==> src/rtl/frame_bank_mgr.sv <==
// N-bank frame-buffer manager: write/read burst base addresses and bank arbitration in the DDR clock domain.
// Optional read-bank freeze input is enabled by defining FRAME_BANK_FREEZE_EN.
module frame_bank_mgr #(
    parameter int NUM_BANKS   = 3,
    parameter int BANK_W      = 2,
    parameter int OFFSET_W    = 23,
    parameter int FRAME_WORDS = 65280,
    parameter int BURST_LEN   = 48
) (
    input  logic                       clk,
    input  logic                       rst,
    input  logic                       ddr_init_done,
    input  logic                       wr_frame_start,
    input  logic                       wr_burst_finish,
    input  logic                       rd_frame_start,
    input  logic                       rd_burst_finish,
`ifdef FRAME_BANK_FREEZE_EN
    input  logic                       freeze,
`endif
    output logic [BANK_W+OFFSET_W-1:0] wr_addr,
    output logic [BANK_W+OFFSET_W-1:0] rd_addr,
    output logic [BANK_W-1:0]          wr_bank,
    output logic [BANK_W-1:0]          rd_bank,
    output logic                       wr_active,
    output logic                       rd_active,
    output logic                       wr_frame_done,
    output logic                       rd_frame_done,
    output logic [15:0]                drop_cnt,
    output logic [15:0]                repeat_cnt
);

    localparam logic [1:0] W_IDLE = 2'd0;
    localparam logic [1:0] W_RUN  = 2'd1;
    localparam logic [1:0] W_DONE = 2'd2;
    localparam logic [0:0] R_IDLE = 1'b0;
    localparam logic [0:0] R_RUN  = 1'b1;

    localparam logic [BANK_W-1:0]   LAST_BANK = BANK_W'(NUM_BANKS - 1);
    localparam logic [BANK_W-1:0]   BANK_ONE  = BANK_W'(1);
    localparam logic [OFFSET_W-1:0] LAST_OFF  = OFFSET_W'(FRAME_WORDS - BURST_LEN);
    localparam logic [OFFSET_W-1:0] BURST_INC = OFFSET_W'(BURST_LEN);

    logic [1:0]          wr_state;
    logic [0:0]          rd_state;
    logic [OFFSET_W-1:0] wr_offset;
    logic [OFFSET_W-1:0] rd_offset;
    logic [BANK_W-1:0]   latest_bank;
    logic                latest_valid;
    logic                freeze_i;

    logic                rd_entry;
    logic [BANK_W-1:0]   rd_bank_next;
    logic [BANK_W-1:0]   cand1;
    logic [BANK_W-1:0]   cand2;
    logic [BANK_W-1:0]   wr_bank_sel;
    logic                wr_sel_drop;
    logic                drop_evt;
    logic                repeat_evt;

`ifdef FRAME_BANK_FREEZE_EN
    assign freeze_i = freeze;
`else
    assign freeze_i = 1'b0;
`endif

    assign wr_addr   = {wr_bank, wr_offset};
    assign rd_addr   = {rd_bank, rd_offset};
    assign wr_active = (wr_state == W_RUN);
    assign rd_active = (rd_state == R_RUN);

    // The write-bank choice must avoid the bank the reader holds after this same edge.
    always_comb begin
        rd_entry     = ddr_init_done && rd_frame_start && latest_valid;
        rd_bank_next = (rd_entry && !freeze_i) ? latest_bank : rd_bank;
        cand1        = (wr_bank == LAST_BANK) ? '0 : wr_bank + BANK_ONE;
        cand2        = (cand1 == LAST_BANK) ? '0 : cand1 + BANK_ONE;
        wr_sel_drop  = (cand1 == rd_bank_next) && (cand2 == wr_bank);
        if (cand1 != rd_bank_next) begin
            wr_bank_sel = cand1;
        end else if (cand2 != wr_bank) begin
            wr_bank_sel = cand2;
        end else begin
            wr_bank_sel = wr_bank;
        end
        drop_evt   = ddr_init_done &&
                     (((wr_state == W_RUN) && wr_frame_start) ||
                      ((wr_state == W_DONE) && wr_sel_drop));
        repeat_evt = rd_entry && !freeze_i && (latest_bank == rd_bank);
    end

    always_ff @(posedge clk or posedge rst) begin
        if (rst) begin
            wr_state      <= W_IDLE;
            wr_bank       <= '0;
            wr_offset     <= '0;
            latest_bank   <= '0;
            latest_valid  <= 1'b0;
            wr_frame_done <= 1'b0;
        end else begin
            wr_frame_done <= 1'b0;
            if (!ddr_init_done) begin
                wr_state  <= W_IDLE;
                wr_offset <= '0;
            end else begin
                case (wr_state)
                    W_IDLE: begin
                        if (wr_frame_start) begin
                            wr_state  <= W_RUN;
                            wr_offset <= '0;
                        end
                    end
                    W_RUN: begin
                        if (wr_frame_start) begin
                            wr_offset <= '0;
                        end else if (wr_burst_finish) begin
                            if (wr_offset == LAST_OFF) begin
                                wr_state      <= W_DONE;
                                wr_frame_done <= 1'b1;
                                latest_bank   <= wr_bank;
                                latest_valid  <= 1'b1;
                                wr_offset     <= '0;
                            end else begin
                                wr_offset <= wr_offset + BURST_INC;
                            end
                        end
                    end
                    W_DONE: begin
                        wr_bank  <= wr_bank_sel;
                        wr_state <= W_IDLE;
                    end
                    default: wr_state <= W_IDLE;
                endcase
            end
        end
    end

    always_ff @(posedge clk or posedge rst) begin
        if (rst) begin
            rd_state      <= R_IDLE;
            rd_bank       <= LAST_BANK;
            rd_offset     <= '0;
            rd_frame_done <= 1'b0;
        end else begin
            rd_frame_done <= 1'b0;
            if (!ddr_init_done) begin
                rd_state  <= R_IDLE;
                rd_offset <= '0;
            end else if (rd_entry) begin
                rd_state  <= R_RUN;
                rd_bank   <= rd_bank_next;
                rd_offset <= '0;
            end else if ((rd_state == R_RUN) && rd_burst_finish) begin
                if (rd_offset == LAST_OFF) begin
                    rd_frame_done <= 1'b1;
                    rd_offset     <= '0;
                    rd_state      <= R_IDLE;
                end else begin
                    rd_offset <= rd_offset + BURST_INC;
                end
            end
        end
    end

    always_ff @(posedge clk or posedge rst) begin
        if (rst) begin
            drop_cnt   <= '0;
            repeat_cnt <= '0;
        end else begin
            if (drop_evt && (drop_cnt != '1)) begin
                drop_cnt <= drop_cnt + 16'd1;
            end
            if (repeat_evt && (repeat_cnt != '1)) begin
                repeat_cnt <= repeat_cnt + 16'd1;
            end
        end
    end

endmodule

==> config.mk <==
export PLATFORM = sky130hd
export DESIGN_NAME = frame_bank_mgr
export DESIGN_NICKNAME = d
export VERILOG_FILES = /design/src/rtl/frame_bank_mgr.sv
export SDC_FILE = /design/constraint.sdc
export NUM_CORES = 1
export LEC_CHECK = 0
export ABC_AREA = 1
export BUFFER_PORTS_ARGS = -buffer_cell sky130_fd_sc_hd__clkbuf_2
export CAP_MARGIN = 15
export CORE_AREA = 4 4 99 101
export CTS_CLUSTER_SIZE = 20
export DETAILED_ROUTE_END_ITERATION = 7
export DIE_AREA = 0 0 103 105
export PLACE_DENSITY = 0.88
export SYNTH_ARGS = -nofsm -noshare
export SYNTH_HDL_FRONTEND = slang
export SYNTH_SLANG_ARGS = --single-unit
export TNS_END_PERCENT = 5
==> constraint.sdc <==
create_clock -name clk -period 3.76 [get_ports clk]
set_input_delay 1.128 -clock clk [delete_from_list [all_inputs] [get_ports clk]]
set_output_delay 1.128 -clock clk [all_outputs]
set_load 0.01 [all_outputs]
==> flow_metrics.py, run 1 <==
metrics = {
    "status": {
        "status": "completed",
    },
    "setup_path": {
        "critPathRequiredTime_ns": 4.00,
        "path_cells": "clkbuf_2 -> nand3_2 -> nand2_1 -> nand3_1 -> nand2_1 -> nand4_1 -> nand2_2 -> nand2_2 -> nand2_1 -> nand2_1",
        "cp-start-kind": "primary input",
        "max_stage_delay_ns": 0.32,
        "critPathArrivalTime_ns": 2.73,
        "critPathCaptureType": "register",
        "cpMaxStageDelayCell": "nand2_2",
        "crit_type": "in -> reg",
        "critPathMaxFanout": 21,
        "worst-path-buf-inv": 1,
        "cpMostUsedCell": "nand2_1",
        "r2r_setup_slack_ns": 1.68,
        "cpLargestDelayFamily": "simple AND/OR/NAND/NOR gates",
    },
    "sta": {
        "fin_setup_tns_ns": 0,
        "slew_headroom_pct": 53.7,
        "grt_setup_unrepaired": "false",
        "finalHoldViolations": 0,
        "tightest_slew_ns": 0.693,
        "fin_worst_skew_ns": 0.0106,
        "min_period_over_period_pct": 66.2,
        "finalSetupViolCount": 0,
        "finalCriticalPeriod_ns": 2.49,
        "timing.fmax_mhz": 402,
        "final-max-slew-violation-count": 0,
    },
    "die": {
        "io_pins": 97,
        "fp.coreArea_um2": 9020,
        "dieHeight_um": 105,
        "initial_utilization_pct": 53.9,
        "fp.dieArea_um2": 10800,
        "rows": 35,
        "die_w_um": 103,
    },
    "yosys": {
        "synthCells": 648,
        "syn_area_um2": 4860,
        "synth_seq_cells": 82,
        "synth.distinct_cells": 35,
        "ys_seq_area_share_pct": 42.3,
        "ys_warn_count": 0,
        "synth_area_per_cell_um2": 7.50,
    },
    "clock_tree": {
        "cts.sinks": 82,
        "cts_max_level": 3,
        "cts-root-buf": "clkbuf_8",
        "cts_max_path_buffers": 2,
        "cts_tree": "yes",
        "ctsResizeCount": 0,
        "cts_setup_buffers": 0,
        "path_clk_slew_ns": 0.09,
        "cts-buffers-inserted": 9,
        "cts_hold_buf": 0,
        "clock_latency_ns": 0.35,
    },
    "routing": {
        "antenna_left": 0,
        "wl_per_cell_um": 12.8,
        "drt_wl_total_um": 10900,
        "drt_drc_violations_left": 0,
        "firstDrtPassIters": 6,
        "dr_total_vias": 4451,
        "avgViaCountPerCell": 5.23,
        "drt-initial-drc-count": 222,
    },
    "power_and_ir_drop": {
        "vdd_drop_max_v": 0.000246,
        "power_mw": 1.69,
        "power_density_nw_per_um2": 305,
        "power.leakage_nw": 2.80,
    },
    "placement": {
        "portBuffers": 88,
        "gp_congestion": 0.906,
        "dp_hpwl_um": 8250,
    },
    "finish": {
        "layout.nets": 751,
        "area_delta_synth_final_pct": 13.7,
        "diodes": 0,
        "num-fill-cells": 821,
        "drive_gt1_share_pct": 18.2,
    },
    "job": {
        "cap_violations": 0,
    },
    "global_routing": {
        "grt_usage_pct": 21.2,
        "grt_pass1_vias": 4319,
        "grt_max_degree": 44,
        "grt_first_pass_wirelength_um": 19100,
        "antenna_found_initial": 0,
        "gr-total-overflow": 0,
    },
    "worst_hold_path": {
        "hold_path_class": "reg -> reg",
    },
}
[synthesized netlist by cell type (all sizes together)]
cell    number  area (µm²)
a31oi        3        18.8
nand2      181         714
o21ai       21         105
nor2        76         325
dfstp        1        26.3
nand3       63         325
nor4         2        12.5
xnor2       14         123
o21bai       2        15.0
a21oi       16        80.1
conb         1        3.75
dfrtp       81        2030
nand3b       1        7.51
nand4       15        93.8
ha           9         113
o21a         1        7.51
o22ai        2        12.5
buf         21         158
or2          1        6.26
xor2        20         175
and3         3        18.8
inv         85         324
nor3        29         166
[flip-flops by register name, indices dropped and copies added (netlist names)]
register,count
drop_cnt,16
latest_bank,2
latest_valid,1
rd_active,1
rd_bank,2
rd_frame_done,1
rd_offset,19
repeat_cnt,16
wr_bank,2
wr_frame_done,1
wr_offset,19
wr_state,2
[logic make-up after synthesis]
logic type | after synthesis | synth area share (%)
simple gates | 371 | 34.4
buf+inv | 106 | 9.92
flops | 82 | 42.3
compound gates | 45 | 4.92
xor+xnor | 34 | 6.13
fa+ha+maj | 9 | 2.32
other cells | 1 | 0.0772
[stage by stage]
step | std cells | hold slack (ns) | setup slack (ns) | utilization (%) | instance area [µm²]
final | 851 | 0.524 | 1.27 | 61.2 | 5520
after global routing | 851 | 0.551 | 1.06 | 61.2 | 5520
after CTS | 851 | 0.530 | 1.31 | 61.2 | 5520
after detailed placement | 835 | 0.509 | 0.934 | 59.1 | 5340
after global placement | 835 | 0.481 | 1.08 | 59.1 | 5340
after floorplan | 655 | 0.521 | 0.525 | - | 4880
[placed cells by master (no fill, tap or decap), drive strengths merged, types with 15 or more instances in the layout]
| cell | n |
|---|---|
| a21oi | 16 |
| clkbuf | 99 |
| dfrtp | 81 |
| inv | 85 |
| nand2 | 181 |
| nand3 | 63 |
| nand4 | 15 |
| nor2 | 76 |
| nor3 | 29 |
| o21ai | 21 |
| xor2 | 20 |
[layout make-up]
type,count,area [µm²],share of cell area (%)
Inverter,85,325,5.89
Clock inverter,5,37.5,0.680
Tap cell,111,139,2.51
Multi-Input combinational cell,467,2350,42.5
Timing Repair Buffer,90,468,8.47
Sequential cell,82,2050,37.2
Clock buffer,11,151,2.74
[routing by layer]
metal,vias to the layer above,GRT usage (%),share of wire [%]
met4,0,6.38,1.1
met1,2078,27.2,44
li1,2224,-,-
met3,15,3.34,5.7
met2,134,36.3,49
met5,-,0,0
[worst paths after layout]
| kind | cells after the start | to | from |
|---|---|---|---|
| max | 10 | drop_cnt[8] | ddr_init_done |
| min | 2 | drop_cnt[15] | drop_cnt[15] |
| max reg2reg | 8 | drop_cnt[8] | wr_bank[0] |
| min reg2reg | 2 | drop_cnt[15] | drop_cnt[15] |
| max in group asynchronous | 3 | drop_cnt[13] | rst |
| min in group asynchronous | 2 | rd_offset[6] | rst |
[where the power goes]
group          internal [mW]  switching (mW)  total, mW
Clock                  0.278           0.328      0.607
Combinational         0.0482          0.0988      0.147
Sequential             0.902          0.0296      0.931
[tightest hold or removal path, stage by stage, from the launching register on]
cell     delay (ns)
dfrtp_1        0.39
nand2_1        0.06
nand2_1        0.05
Note: power is estimated with default switching activity, not from simulation.
==> run 2: changes to the inputs <==
--- a/config.mk
+++ b/config.mk
@@ -8,11 +8,11 @@
 export ABC_AREA = 1
 export BUFFER_PORTS_ARGS = -buffer_cell sky130_fd_sc_hd__clkbuf_2
 export CAP_MARGIN = 15
-export CORE_AREA = 4 4 99 101
+export CORE_AREA = 4 4 104 106
 export CTS_CLUSTER_SIZE = 20
 export DETAILED_ROUTE_END_ITERATION = 7
-export DIE_AREA = 0 0 103 105
-export PLACE_DENSITY = 0.88
+export DIE_AREA = 0 0 108 110
+export PLACE_DENSITY = 0.84
 export SYNTH_ARGS = -nofsm -noshare
 export SYNTH_HDL_FRONTEND = slang
 export SYNTH_SLANG_ARGS = --single-unit
==> constraint.sdc (replaced) <==
create_clock -name clk -period 2.1 [get_ports clk]
set_input_delay 0.63 -clock clk [delete_from_list [all_inputs] [get_ports clk]]
set_output_delay 0.63 -clock clk [all_outputs]
set_load 0.01 [all_outputs]
==> flow_metrics.py, run 2 (synthesis results as in run 1) <==
metrics = {
    "finish": {
        "area_delta_synth_final_pct": 15.1,
        "fin_util_pct": 57.2,
        "final_area_um2": 5590,
        "drive_gt1_share_pct": 18.5,
        "num-fill-cells": 934,
        "multi_input_area_um2": 2350,
        "biggestRegsByFlops": "rd_offset x19, wr_offset x19",
        "layout.nets": 755,
        "layout_common_cells": "171 x nand2_1, 88 x clkbuf_2, 81 x inv_1, 81 x dfrtp_1, 68 x nor2_1",
        "layoutNonFillerInstCount": 877,
        "diodes": 0,
        "final_common_cell": "nand2_1",
        "seq_area_um2": 2050,
    },
    "setup_path": {
        "cp-startpoint": "wr_offset[4]",
        "reg2reg_depth": 10,
        "critPathRequiredTime_ns": 2.35,
        "timing.rr.start": "wr_offset[4]",
        "crit_type": "reg -> reg",
        "cpMostUsedCell": "nand2_1",
        "critPathArrivalTime_ns": 2.06,
        "cpMaxStageDelayCell": "dfrtp_1",
        "worst-path-buf-inv": 1,
        "critPathCaptureType": "register",
        "critPathMaxFanout": 6,
        "cpLargestDelayFamily": "simple AND/OR/NAND/NOR gates",
        "r2r_setup_slack_ns": 0.29,
        "max_stage_delay_ns": 0.42,
        "cp-start-kind": "register",
        "path_cells": "inv_1 -> ha_1 -> nor3_1 -> nand2_1 -> nor2_1 -> nand2_1 -> nor2_1 -> nand2_1 -> nand2_1 -> nor2_1",
        "timing.rr.end": "wr_offset[14]",
    },
    "clock_tree": {
        "cts_setup_buffers": 0,
        "cts.sinks": 82,
        "clock_latency_ns": 0.35,
        "ctsResizeCount": 0,
        "cts-root-buf": "clkbuf_8",
        "path_clk_slew_ns": 0.08,
        "cts_hold_buf": 0,
        "cts_max_path_buffers": 2,
        "cts_max_level": 3,
        "cts_tree": "yes",
        "cts-buffers-inserted": 9,
    },
    "sta": {
        "fin_worst_skew_ns": 0.00932,
        "fin_setup_tns_ns": 0,
        "finalSetupViolCount": 0,
        "timing.fmax_mhz": 553,
        "grt_setup_unrepaired": "false",
        "final-max-slew-violation-count": 0,
        "min_period_over_period_pct": 86.1,
        "finalHoldViolations": 0,
        "fin_ws_ns": 0.292,
        "holdWs_ns": 0.381,
        "finalCriticalPeriod_ns": 1.81,
    },
    "global_routing": {
        "grt_usage_pct": 19.3,
        "antenna_found_initial": 0,
        "grt_pass1_vias": 4020,
        "grt_first_pass_wirelength_um": 18700,
        "grt_max_degree": 83,
        "gr-total-overflow": 0,
    },
    "die": {
        "dieHeight_um": 110,
        "fp.coreArea_um2": 9770,
        "die_w_um": 108,
        "rows": 36,
        "io_pins": 97,
        "initial_utilization_pct": 49.7,
        "fp.dieArea_um2": 11900,
    },
    "status": {
        "status": "completed",
    },
    "routing": {
        "firstDrtPassIters": 5,
        "wl_per_cell_um": 12.3,
        "drt_drc_violations_left": 0,
        "drt_wl_total_um": 10800,
        "avgViaCountPerCell": 4.94,
        "dr_total_vias": 4331,
        "antenna_left": 0,
        "drt-initial-drc-count": 226,
    },
    "power_and_ir_drop": {
        "power.leakage_nw": 2.82,
        "power_mw": 3.06,
        "vdd_drop_max_v": 0.000396,
        "power_density_nw_per_um2": 547,
    },
    "placement": {
        "place_area_um2": 5410,
        "dp_hpwl_um": 8090,
        "dp.cells": 861,
        "portBuffers": 88,
        "gp_congestion": 0.897,
        "pre_cts_ws_ns": 0.0379,
    },
    "worst_hold_path": {
        "hold_path_class": "in -> async",
    },
    "job": {
        "cap_violations": 0,
    },
}
[run 2: cell count changes in the layout (fill, tap and decap cells not counted), sizes merged]
| cell | change |
|---|---|
| buf | +4 |
| bufinv | +1 |
| clkbuf | -1 |
| clkinv | +1 |
| inv | -1 |
[run 2: layer usage]
metal | GRT usage, % | routed length (µm)
met5 | 0 | 0
met3 | 4.37 | 660
met2 | 32.3 | 5150
met1 | 25.6 | 4900
met4 | 4.78 | 95
[run 2: how the worst max path moves through the flow]
stage	endpoint	slack, ns	cells after the start
global route	wr_offset[14]	0.08	10
finish	wr_offset[14]	0.29	10
detailed placement	drop_cnt[1]	0.04	10
global placement	drop_cnt[0]	0.12	10
floorplan	repeat_cnt[10]	0.36	8
CTS	wr_offset[14]	0.29	10
[run 2: power by group]
| part | switching (mW) | internal, mW |
|---|---|---|
| registers | 0.0522 | 1.61 |
| clock network | 0.581 | 0.542 |
| logic | 0.177 | 0.0922 |
[run 2: final cells by class]
type	instances	share of cell area, %
inverters	85	5.86
repair buffers	94	9.13
clock inverters	6	1.03
flip-flops and latches	82	36.7
well taps	133	2.98
clock buffers	10	2.28
multi-input cells	467	42.0
[run 2: worst register-to-register path, delay by kind of cell (launching register included)]
family                     cells  cell delay (ns)
adders and majority gates      1             0.21
buffers and inverters          1             0.06
DFF                            1             0.42
and+or+nand+nor                8             1.03
